===== config.mk =====
export PLATFORM = sky130hd
export DESIGN_NAME = axi_lite_bus_master_flat
export DESIGN_NICKNAME = d
export VERILOG_FILES = /design/src/rtl/bus_pkg.sv /design/src/rtl/axi_lite_bus_master_if.sv /design/src/rtl/axi_lite_bus_master.sv /design/src/flat_wrapper.sv
export SDC_FILE = /design/constraint.sdc
export NUM_CORES = 1
export LEC_CHECK = 0
export CAP_MARGIN = 25
export CORE_MARGIN = 2
export CORE_UTILIZATION = 30
export CTS_BUF_LIST = sky130_fd_sc_hd__clkbuf_8
export DETAILED_ROUTE_END_ITERATION = 12
export SLEW_MARGIN = 20
export SYNTH_ARGS = -nofsm -noshare
export SYNTH_HDL_FRONTEND = slang
export SYNTH_SLANG_ARGS = --single-unit

===== constraint.sdc =====
create_clock -name clk -period 3.1 [get_ports clk]
set_input_delay 0.62 -clock clk [delete_from_list [all_inputs] [get_ports clk]]
set_output_delay 0.62 -clock clk [all_outputs]
set_load 0.02 [all_outputs]

===== src/rtl/bus_pkg.sv =====
// Shared definitions for the AXI4-Lite bus master.
// Contents: FSM state encoding, AXI response codes, request mode encoding,
// and the data word returned when a transaction is aborted on timeout.
package bus_pkg;

  typedef enum logic [2:0] {
    S_IDLE,
    S_RD_ADDR,
    S_RD_DATA,
    S_WR_REQ,
    S_WR_RESP,
    S_RESPOND
  } bus_state_e;

  localparam logic [1:0] RESP_OKAY   = 2'b00;
  localparam logic [1:0] RESP_SLVERR = 2'b10;
  localparam logic [1:0] RESP_DECERR = 2'b11;

  localparam logic MODE_READ  = 1'b0;
  localparam logic MODE_WRITE = 1'b1;

  localparam logic [31:0] TIMEOUT_DATA = 32'hDEADBEEF;

endpackage


===== src/rtl/axi_lite_bus_master_if.sv =====
// Bundle of the client request/response strobes and the five AXI4-Lite
// channels seen by the bus master.
// Modports:
//   master - the bus master itself (takes requests, drives AXI address/data)
//   slave  - its environment (request client plus memory interconnect)
interface axi_lite_bus_master_if;

  // client side
  logic        request_enable;
  logic        mode;
  logic [31:0] addr;
  logic [31:0] wdata;
  logic [3:0]  wstrb;
  logic        response_enable;
  logic [31:0] data;
  logic        resp_err;
  logic        busy;
  logic        protocol_err;

  // AXI4-Lite side
  logic [31:0] m_araddr;
  logic        m_arvalid;
  logic        m_arready;
  logic [2:0]  m_arprot;
  logic [31:0] m_rdata;
  logic [1:0]  m_rresp;
  logic        m_rvalid;
  logic        m_rready;
  logic [31:0] m_awaddr;
  logic        m_awvalid;
  logic        m_awready;
  logic [2:0]  m_awprot;
  logic [31:0] m_wdata;
  logic [3:0]  m_wstrb;
  logic        m_wvalid;
  logic        m_wready;
  logic [1:0]  m_bresp;
  logic        m_bvalid;
  logic        m_bready;

  modport master (
    input  request_enable, mode, addr, wdata, wstrb,
           m_arready, m_rdata, m_rresp, m_rvalid,
           m_awready, m_wready, m_bresp, m_bvalid,
    output response_enable, data, resp_err, busy, protocol_err,
           m_araddr, m_arvalid, m_arprot, m_rready,
           m_awaddr, m_awvalid, m_awprot, m_wdata, m_wstrb, m_wvalid, m_bready
  );

  modport slave (
    output request_enable, mode, addr, wdata, wstrb,
           m_arready, m_rdata, m_rresp, m_rvalid,
           m_awready, m_wready, m_bresp, m_bvalid,
    input  response_enable, data, resp_err, busy, protocol_err,
           m_araddr, m_arvalid, m_arprot, m_rready,
           m_awaddr, m_awvalid, m_awprot, m_wdata, m_wstrb, m_wvalid, m_bready
  );

endinterface


===== src/rtl/axi_lite_bus_master.sv =====
// Single-outstanding request/response to AXI4-Lite master bridge.
// A one-cycle request strobe launches one AXI read or write; completion is
// reported with a one-cycle response_enable pulse carrying read data and an
// error flag.
// Ports:
//   clk  - system clock
//   rstn - asynchronous active-low reset
//   bus  - axi_lite_bus_master_if.master (client strobes + AXI channels)
// Parameters:
//   TIMEOUT_CYCLES - per-transaction cycle limit (timeout build only)
//   PROT           - constant driven on m_arprot/m_awprot
// Build option:
//   AXI_BUS_TIMEOUT_EN - when defined, a stuck transaction is aborted after
//   TIMEOUT_CYCLES busy cycles and answered with TIMEOUT_DATA / resp_err=1.
//
// state     | meaning
// ----------+------------------------------------------------------
// S_IDLE    | waiting for request_enable
// S_RD_ADDR | m_arvalid held until m_arready
// S_RD_DATA | m_rready high, waiting for m_rvalid
// S_WR_REQ  | AW and W valids, each dropped after its own handshake
// S_WR_RESP | m_bready high, waiting for m_bvalid
// S_RESPOND | one-cycle response_enable, busy already low
module axi_lite_bus_master
  import bus_pkg::*;
#(
  parameter int unsigned TIMEOUT_CYCLES = 1024,
  parameter logic [2:0]  PROT           = 3'b000
) (
  input logic                   clk,
  input logic                   rstn,
  axi_lite_bus_master_if.master bus
);

  localparam logic [31:0] TMO_LAST = 32'(TIMEOUT_CYCLES - 1);

  bus_state_e  state_q, state_d;
  logic [31:0] addr_q, addr_d;
  logic [31:0] wdata_q, wdata_d;
  logic [3:0]  wstrb_q, wstrb_d;
  logic [31:0] data_q, data_d;
  logic        resp_err_q, resp_err_d;
  logic        protocol_err_q, protocol_err_d;
  logic        arvalid_q, arvalid_d;
  logic        rready_q, rready_d;
  logic        awvalid_q, awvalid_d;
  logic        wvalid_q, wvalid_d;
  logic        bready_q, bready_d;
  logic        busy;
  logic        aw_ok, w_ok;

`ifdef AXI_BUS_TIMEOUT_EN
  logic [31:0] tmo_cnt_q, tmo_cnt_d;
`else
  logic        unused_tmo;
  assign unused_tmo = ^TMO_LAST;
`endif

  assign busy = state_q inside {S_RD_ADDR, S_RD_DATA, S_WR_REQ, S_WR_RESP};

  // a write channel counts as done once its valid has been accepted
  assign aw_ok = !awvalid_q || bus.m_awready;
  assign w_ok  = !wvalid_q  || bus.m_wready;

  always_comb begin
    state_d        = state_q;
    addr_d         = addr_q;
    wdata_d        = wdata_q;
    wstrb_d        = wstrb_q;
    data_d         = data_q;
    resp_err_d     = resp_err_q;
    arvalid_d      = arvalid_q;
    rready_d       = rready_q;
    awvalid_d      = awvalid_q;
    wvalid_d       = wvalid_q;
    bready_d       = bready_q;
    protocol_err_d = protocol_err_q | (bus.request_enable && (state_q != S_IDLE));

    unique case (state_q)
      S_IDLE: begin
        if (bus.request_enable) begin
          addr_d   = bus.addr;
          wdata_d  = bus.wdata;
          wstrb_d  = bus.wstrb;
          // a drain ready left over from an aborted transaction ends here
          rready_d = 1'b0;
          bready_d = 1'b0;
          if (bus.mode == MODE_WRITE) begin
            awvalid_d = 1'b1;
            wvalid_d  = 1'b1;
            state_d   = S_WR_REQ;
          end else begin
            arvalid_d = 1'b1;
            state_d   = S_RD_ADDR;
          end
        end
      end
      S_RD_ADDR: begin
        if (bus.m_arready) begin
          arvalid_d = 1'b0;
          rready_d  = 1'b1;
          state_d   = S_RD_DATA;
        end
      end
      S_RD_DATA: begin
        if (bus.m_rvalid) begin
          data_d     = bus.m_rdata;
          resp_err_d = (bus.m_rresp != RESP_OKAY);
          rready_d   = 1'b0;
          state_d    = S_RESPOND;
        end
      end
      S_WR_REQ: begin
        if (awvalid_q && bus.m_awready) awvalid_d = 1'b0;
        if (wvalid_q && bus.m_wready)   wvalid_d  = 1'b0;
        if (aw_ok && w_ok) begin
          bready_d = 1'b1;
          state_d  = S_WR_RESP;
        end
      end
      S_WR_RESP: begin
        if (bus.m_bvalid) begin
          data_d     = '0;
          resp_err_d = (bus.m_bresp != RESP_OKAY);
          bready_d   = 1'b0;
          state_d    = S_RESPOND;
        end
      end
      S_RESPOND: state_d = S_IDLE;
      default:   state_d = S_IDLE;
    endcase

`ifdef AXI_BUS_TIMEOUT_EN
    tmo_cnt_d = tmo_cnt_q;
    // late beats of an aborted transaction are swallowed while idle
    if (state_q inside {S_IDLE, S_RESPOND}) begin
      if (rready_q && bus.m_rvalid) rready_d = 1'b0;
      if (bready_q && bus.m_bvalid) bready_d = 1'b0;
    end
    if (state_q == S_IDLE && bus.request_enable) begin
      tmo_cnt_d = '0;
    end else if (busy) begin
      tmo_cnt_d = tmo_cnt_q + 32'd1;
      // a transaction finishing on the last allowed cycle is not aborted;
      // any ready already raised stays high to absorb the late beat
      if (tmo_cnt_q == TMO_LAST && state_d != S_RESPOND) begin
        arvalid_d  = 1'b0;
        awvalid_d  = 1'b0;
        wvalid_d   = 1'b0;
        data_d     = TIMEOUT_DATA;
        resp_err_d = 1'b1;
        state_d    = S_RESPOND;
      end
    end
`endif
  end

  always_ff @(posedge clk or negedge rstn) begin
    if (!rstn) begin
      state_q        <= S_IDLE;
      addr_q         <= '0;
      wdata_q        <= '0;
      wstrb_q        <= '0;
      data_q         <= '0;
      resp_err_q     <= 1'b0;
      protocol_err_q <= 1'b0;
      arvalid_q      <= 1'b0;
      rready_q       <= 1'b0;
      awvalid_q      <= 1'b0;
      wvalid_q       <= 1'b0;
      bready_q       <= 1'b0;
    end else begin
      state_q        <= state_d;
      addr_q         <= addr_d;
      wdata_q        <= wdata_d;
      wstrb_q        <= wstrb_d;
      data_q         <= data_d;
      resp_err_q     <= resp_err_d;
      protocol_err_q <= protocol_err_d;
      arvalid_q      <= arvalid_d;
      rready_q       <= rready_d;
      awvalid_q      <= awvalid_d;
      wvalid_q       <= wvalid_d;
      bready_q       <= bready_d;
    end
  end

`ifdef AXI_BUS_TIMEOUT_EN
  always_ff @(posedge clk or negedge rstn) begin
    if (!rstn) tmo_cnt_q <= '0;
    else       tmo_cnt_q <= tmo_cnt_d;
  end
`endif

  assign bus.busy            = busy;
  assign bus.response_enable = (state_q == S_RESPOND);
  assign bus.data            = data_q;
  assign bus.resp_err        = resp_err_q;
  assign bus.protocol_err    = protocol_err_q;
  assign bus.m_araddr        = addr_q;
  assign bus.m_arvalid       = arvalid_q;
  assign bus.m_arprot        = PROT;
  assign bus.m_rready        = rready_q;
  assign bus.m_awaddr        = addr_q;
  assign bus.m_awvalid       = awvalid_q;
  assign bus.m_awprot        = PROT;
  assign bus.m_wdata         = wdata_q;
  assign bus.m_wstrb         = wstrb_q;
  assign bus.m_wvalid        = wvalid_q;
  assign bus.m_bready        = bready_q;

endmodule

===== src/flat_wrapper.sv =====
// flat-port wrapper written by rule: the top's interface ports become plain ports
module axi_lite_bus_master_flat import bus_pkg::*;
#(
  parameter int unsigned TIMEOUT_CYCLES = 1024,
  parameter logic [2:0]  PROT           = 3'b000
)
  (clk, rstn, bus_request_enable, bus_mode, bus_addr, bus_wdata, bus_wstrb, bus_m_arready, bus_m_rdata, bus_m_rresp, bus_m_rvalid, bus_m_awready, bus_m_wready, bus_m_bresp, bus_m_bvalid, bus_response_enable, bus_data, bus_resp_err, bus_busy, bus_protocol_err, bus_m_araddr, bus_m_arvalid, bus_m_arprot, bus_m_rready, bus_m_awaddr, bus_m_awvalid, bus_m_awprot, bus_m_wdata, bus_m_wstrb, bus_m_wvalid, bus_m_bready);
  axi_lite_bus_master_if bus_i ();
  input logic clk;
  input logic rstn;
  input wire logic [$bits(bus_i.request_enable)-1:0] bus_request_enable;
  input wire logic [$bits(bus_i.mode)-1:0] bus_mode;
  input wire logic [$bits(bus_i.addr)-1:0] bus_addr;
  input wire logic [$bits(bus_i.wdata)-1:0] bus_wdata;
  input wire logic [$bits(bus_i.wstrb)-1:0] bus_wstrb;
  input wire logic [$bits(bus_i.m_arready)-1:0] bus_m_arready;
  input wire logic [$bits(bus_i.m_rdata)-1:0] bus_m_rdata;
  input wire logic [$bits(bus_i.m_rresp)-1:0] bus_m_rresp;
  input wire logic [$bits(bus_i.m_rvalid)-1:0] bus_m_rvalid;
  input wire logic [$bits(bus_i.m_awready)-1:0] bus_m_awready;
  input wire logic [$bits(bus_i.m_wready)-1:0] bus_m_wready;
  input wire logic [$bits(bus_i.m_bresp)-1:0] bus_m_bresp;
  input wire logic [$bits(bus_i.m_bvalid)-1:0] bus_m_bvalid;
  output wire logic [$bits(bus_i.response_enable)-1:0] bus_response_enable;
  output wire logic [$bits(bus_i.data)-1:0] bus_data;
  output wire logic [$bits(bus_i.resp_err)-1:0] bus_resp_err;
  output wire logic [$bits(bus_i.busy)-1:0] bus_busy;
  output wire logic [$bits(bus_i.protocol_err)-1:0] bus_protocol_err;
  output wire logic [$bits(bus_i.m_araddr)-1:0] bus_m_araddr;
  output wire logic [$bits(bus_i.m_arvalid)-1:0] bus_m_arvalid;
  output wire logic [$bits(bus_i.m_arprot)-1:0] bus_m_arprot;
  output wire logic [$bits(bus_i.m_rready)-1:0] bus_m_rready;
  output wire logic [$bits(bus_i.m_awaddr)-1:0] bus_m_awaddr;
  output wire logic [$bits(bus_i.m_awvalid)-1:0] bus_m_awvalid;
  output wire logic [$bits(bus_i.m_awprot)-1:0] bus_m_awprot;
  output wire logic [$bits(bus_i.m_wdata)-1:0] bus_m_wdata;
  output wire logic [$bits(bus_i.m_wstrb)-1:0] bus_m_wstrb;
  output wire logic [$bits(bus_i.m_wvalid)-1:0] bus_m_wvalid;
  output wire logic [$bits(bus_i.m_bready)-1:0] bus_m_bready;
  assign bus_i.request_enable = bus_request_enable;
  assign bus_i.mode = bus_mode;
  assign bus_i.addr = bus_addr;
  assign bus_i.wdata = bus_wdata;
  assign bus_i.wstrb = bus_wstrb;
  assign bus_i.m_arready = bus_m_arready;
  assign bus_i.m_rdata = bus_m_rdata;
  assign bus_i.m_rresp = bus_m_rresp;
  assign bus_i.m_rvalid = bus_m_rvalid;
  assign bus_i.m_awready = bus_m_awready;
  assign bus_i.m_wready = bus_m_wready;
  assign bus_i.m_bresp = bus_m_bresp;
  assign bus_i.m_bvalid = bus_m_bvalid;
  assign bus_response_enable = bus_i.response_enable;
  assign bus_data = bus_i.data;
  assign bus_resp_err = bus_i.resp_err;
  assign bus_busy = bus_i.busy;
  assign bus_protocol_err = bus_i.protocol_err;
  assign bus_m_araddr = bus_i.m_araddr;
  assign bus_m_arvalid = bus_i.m_arvalid;
  assign bus_m_arprot = bus_i.m_arprot;
  assign bus_m_rready = bus_i.m_rready;
  assign bus_m_awaddr = bus_i.m_awaddr;
  assign bus_m_awvalid = bus_i.m_awvalid;
  assign bus_m_awprot = bus_i.m_awprot;
  assign bus_m_wdata = bus_i.m_wdata;
  assign bus_m_wstrb = bus_i.m_wstrb;
  assign bus_m_wvalid = bus_i.m_wvalid;
  assign bus_m_bready = bus_i.m_bready;
  axi_lite_bus_master #(.TIMEOUT_CYCLES(TIMEOUT_CYCLES), .PROT(PROT)) u_core (.clk(clk), .rstn(rstn), .bus(bus_i));
endmodule

**After elaboration in Yosys (flattened, before gate mapping)**

Cells that the tools add are included.

- Eq/ne operators: 14
- Muxes and demuxes: 30
- Bitwise operators: 1
- Reduce and logical (&&, ||, !) cells: 26

Operator list:

| kind | count |
|---|---|
| $mux W32 | 2 |
| $pmux W32 S2 | 1 |
| $reduce_and A4 Y1 | 5 |
| $ne A2 B2 Y1 const B | 9 |
| $mux W3 | 5 |
| $pmux W3 S5 | 1 |
| $mux W1 | 14 |
| $reduce_bool A2 Y1 | 5 |
| $reduce_bool A3 Y1 | 3 |
| $pmux W1 S2 | 4 |
| $eq A3 B2 Y1 const B | 2 |
| $eq A3 B3 Y1 const B | 2 |
| $pmux W1 S3 | 2 |
| $reduce_and A5 Y1 | 1 |
| $logic_and A1 B1 Y1 | 4 |
| $reduce_bool A4 Y1 | 1 |
| $eq A3 B1 Y1 const B | 1 |
| $logic_not A3 Y1 | 1 |
| $reduce_and A3 Y1 | 1 |
| $logic_not A1 Y1 | 2 |
| $logic_or A1 B1 Y1 | 2 |
| $mux W2 | 1 |
| $reduce_and A2 Y1 | 1 |
| $or A1 B1 Y1 | 1 |

- Bits in registers: 110
- Input port bits: 113
- Output and inout bits: 147
- Word-level logic and storage cells: 83

**Depth between registers and ports, before layout**

- Word-level depth: 5
- Gate-level depth with buffers: 6

**Worst setup path after synthesis**

Ideal clock, no wire load.

- Kind: in2reg
- From: input port bus_request_enable
- To: register u_core.addr_q[29], in the netlist u_core.bus.m_araddr[29]
- Setup time: 125 ps
- Data arrival time: 1630 ps
- Required time: 2975 ps
- Slack: 1345 ps
- Stages: 3
- Path through: nor4b_4 -> buf_6 -> mux2_4

- Word-level cells in the longest chain between the ends: 1

Ends and longest elaborated chain:

| element | RTL line | text |
|---|---|---|
| start: declaration | flat_wrapper.sv:11 | `input wire logic [$bits(bus_i.request_enable)-1:0] bus_request_enable;` |
| $reduce_and A2 Y1 (no source line) | - |  |
| end signal: assignment | axi_lite_bus_master.sv:174 | `addr_q <= addr_d;` |
| end: declaration | axi_lite_bus_master.sv:38 | `logic [31:0] addr_q, addr_d;` |

No other way between the ends.
A chain may end at the register's enable or synchronous reset.

**Worst setup path in the final report**

- From: register u_core.state_q[0]
- To: output port bus_busy

- Word-level cells in the longest chain between the ends: 2
- Elaborated cells between the ends (all ways): 5
- Classes of those cells: 4 x eq/ne; 1 x reduce/logical

Ends and longest elaborated chain:

| element | RTL line | text |
|---|---|---|
| start: declaration | axi_lite_bus_master.sv:37 | `bus_state_e state_q, state_d;` |
| start signal: assignment | axi_lite_bus_master.sv:173 | `state_q <= state_d;` |
| $eq A3 B1 Y1, or another cell as far along | axi_lite_bus_master.sv:59 | `assign busy = state_q inside {S_RD_ADDR, S_RD_DATA, S_WR_REQ, S_WR_RESP};` |
| $reduce_bool A4 Y1 * | axi_lite_bus_master.sv:59 |  |
| end: declaration | flat_wrapper.sv:27 | `output wire logic [$bits(bus_i.busy)-1:0] bus_busy;` |

Every way passes the cells marked *; elsewhere a longest branch is shown, timed or not.

==> run summary <==
initial antenna violation count: 0
Int Power: 0.00490 W
critical path capture point type: output pin
Final Critical Period: 2710 ps
synthesized cell area: 4760 sq um
CTS tree: yes
H-tree level count: 3
Area Growth Syn to Fin: 55.7%
total power: 0.00801 W
Die Height: 130 um
Die W: 130 um
final cell count without fillers: 817
DRT antenna net count: 0
Worst Skew: 14.7 ps
setup TNS: 0 ps
Post-synth EDFFs: 0
Min-Delay Path Class: in2async
final hold viol count: 0
hpwl dp: 8950 um
Core Region: 15,700 sq um
Layout Nets: 710
starting density of the core: 30.3%
post-synthesis mux area share: 18.5%
CTS Buf Count: 9
I/O pins: 260
area occupied by multi-input gates: 1580 sq um
R2R Setup Slk: 1160 ps
via count: 3,518
CP Launch Type: flop
Worst Tran Pin Value: 675 ps
DP Worst Slack: 713 ps
routability cong.: 0.780
Synth Instances: 381
Crit Reg-Reg Endpoint: u_core.bus.m_araddr[21]
Logic pwr share: 56.0%
Most used DFF post-synth: dfrtp_1
vias in the first global route: 3,488
CTS Hold Bufs: 0
synthesized flop and latch total: 110
IO buf count: 253
Pre-antenna DRT Iters: 4
CP Data Arrival Time: 2090 ps
Async S/R FF share, synth: 100%
routed wire length: 12,200 um
DRC: 0
RSZ-0062 raised after global routing: false
sequential area share after synthesis: 57.8%
clock power share: 11.1%
placed insts: 802
post_cts resized: 0
CP startpoint: u_core.state_q[0]
Overflow after GRT: 0
synth warn: 0
critical path type: reg2out
Worst VDD drop: 0.422 mV
Clock transition at path regs: 100 ps
Yosys cell types: 31
syn_area_per_cell: 12.5 sq um
GRT Total Usage: 14.3%
Avg WL per Cell: 15.0 um
Switching Share: 38.8%
Synth Area in Simple Gates: 7.57%
Synth Area in XOR/XNOR: 0.184%
post-route setup slack: 393 ps
fmax: 369 MHz
switching power: 0.00311 W
Iter 0 DRT Violations: 108
clock buffer depth: 2
register cell area after layout: 2750 sq um
Pins Over Slew Limit: 0
Lkg Pwr: 3.18 nW
clock root cell: clkbuf_8
P per Cell Area: 1080 nW/um^2
status: completed
antenna cells: 0
Synth Area in Adders: 0%
WP data required: 2480 ps
crit path max fanout: 14
Final setup viols: 0
crit path to: bus_busy
share of cells above drive strength 1: 14.0%
CTS sink cnt: 110
final period utilization: 87.3%
first-pass GRT wire length: 18,800 um
worst r2r path cells: 3
compound-gate portion of the synthesized area: 6.23%
Clock Latency Late Sink: 370 ps
site row count: 46
pin count of the biggest net entering global routing: 72
post-DR vias/cell: 4.31
combinational family with the most area after synthesis: multiplexers
fillcell total: 1,484
Max transition margin: 55.0%
r2r startpoint: u_core.state_q[2]
die area: 16,900 sq um
post-CTS setup repair buffer count: 0
Max-Cap Viols: 0
Reg power frac: 32.9%
[synth_stat cells, drive strengths merged (2+ instances only)]
master,instances,area (sq um)
a22o,3,26.3
clkbuf,3,11.3
nor4b,3,41.3
dfrtp,110,2750
mux2,68,841
buf,55,428
inv,5,18.8
o31ai,4,30.0
nand2b,2,12.5
o21ai,36,180
a211oi,2,20.0
mux2i,4,40.0
nor2,4,15.0
a21oi,2,10.0
and3b,2,17.5
nand2,70,263
[layer usage]
layer	GRT usage (%)	vias to the layer above	part of all wire, %
met4	4.62	0	1.4
met3	4.51	11	7.8
met5	0	-	0
met1	17.9	1699	42
met2	23.5	140	49
li1	-	1668	-
[registers in the layout (all words and copies together) (netlist names)]
register / cells
u_core.bus.data: 32
u_core.bus.protocol_err: 1
u_core.bus.m_rready: 1
u_core.bus.m_bready: 1
u_core.bus.m_wstrb: 4
u_core.bus.resp_err: 1
u_core.bus.m_wdata: 32
u_core.bus.m_wvalid: 1
u_core.bus.m_araddr: 32
u_core.bus.m_awvalid: 1
u_core.state_q: 3
u_core.bus.m_arvalid: 1
[metrics by stage]
stage / hold WS [ps] / cell area [sq um] / util [%]
final: 276 / 7410 / 47.2
after global routing: 300 / 7410 / 47.2
after CTS: 281 / 7410 / 47.2
after detailed placement: 463 / 7210 / 45.9
after global placement: 464 / 7210 / 45.9
after floorplan: 324 / 4780 / -
[cells in the final DEF (no fill, tap or decap), types with 2 or more instances in the layout]
| cell | netlist | layout |
|---|---|---|
| mux2_2 | 41 | 41 |
| nor4b_1 | 2 | 2 |
| nor2_1 | 4 | 4 |
| mux2i_1 | 4 | 4 |
| mux2_1 | 7 | 7 |
| conb_1 | 1 | 6 |
| buf_4 | 41 | 4 |
| nand2b_1 | 2 | 2 |
| and3b_1 | 2 | 2 |
| clkbuf_8 | 0 | 11 |
| o21ai_1 | 3 | 2 |
| buf_12 | 0 | 2 |
| inv_1 | 5 | 6 |
| a22o_1 | 3 | 3 |
| clkdlybuf4s50_1 | 0 | 252 |
| nand2_1 | 70 | 70 |
| a21oi_1 | 2 | 2 |
| mux2_4 | 20 | 20 |
| dfrtp_1 | 110 | 110 |
| o31ai_1 | 4 | 4 |
| o21ai_0 | 33 | 33 |
[critical path, cell delays in order (launching register included)]
cell and delay (ps):
dfrtp_1 580, nor2_1 360, xnor2_1 160, clkdlybuf4s50_1 630
[worst min-delay path by stage]
stage,slack (ps),to,cells past startpoint
2_1_floorplan,320,u_core.bus.data[0],0
3_3_place_gp,460,u_core.bus.resp_err,2
3_5_place_dp,460,u_core.bus.protocol_err,1
4_1_cts,280,u_core.bus.m_wdata[1],1
5_1_grt,300,u_core.bus.m_wdata[20],1
6_report,280,u_core.bus.m_wdata[1],1
[logic make-up (layout without fill, tap and decap cells)]
group | Yosys count | count (layout)
flops | 110 | 110
mux | 72 | 72
simple gates | 83 | 83
xor+xnor | 1 | 1
compound gates | 51 | 51
buf+inv | 63 | 278
other cells | 1 | 6
[power groups by stage]
stage          clock network [W]  logic [W]  registers (W)
2_1_floorplan                  0    0.00185        0.00340
3_3_place_gp                   0    0.00447        0.00264
3_5_place_dp                   0    0.00452        0.00267
4_1_cts                 0.000931    0.00454        0.00265
5_1_grt                 0.000990    0.00477        0.00275
6_report                0.000888    0.00448        0.00264
[layout make-up]
cell class	count	area share, %
clock buffers	11	2.04
clock inverters	4	0.641
well taps	216	3.65
repair buffers	258	35.0
inverters	5	0.253
multi-input cells	213	21.3
flip-flops and latches	110	37.1
(Power assumes the default switching activity.)
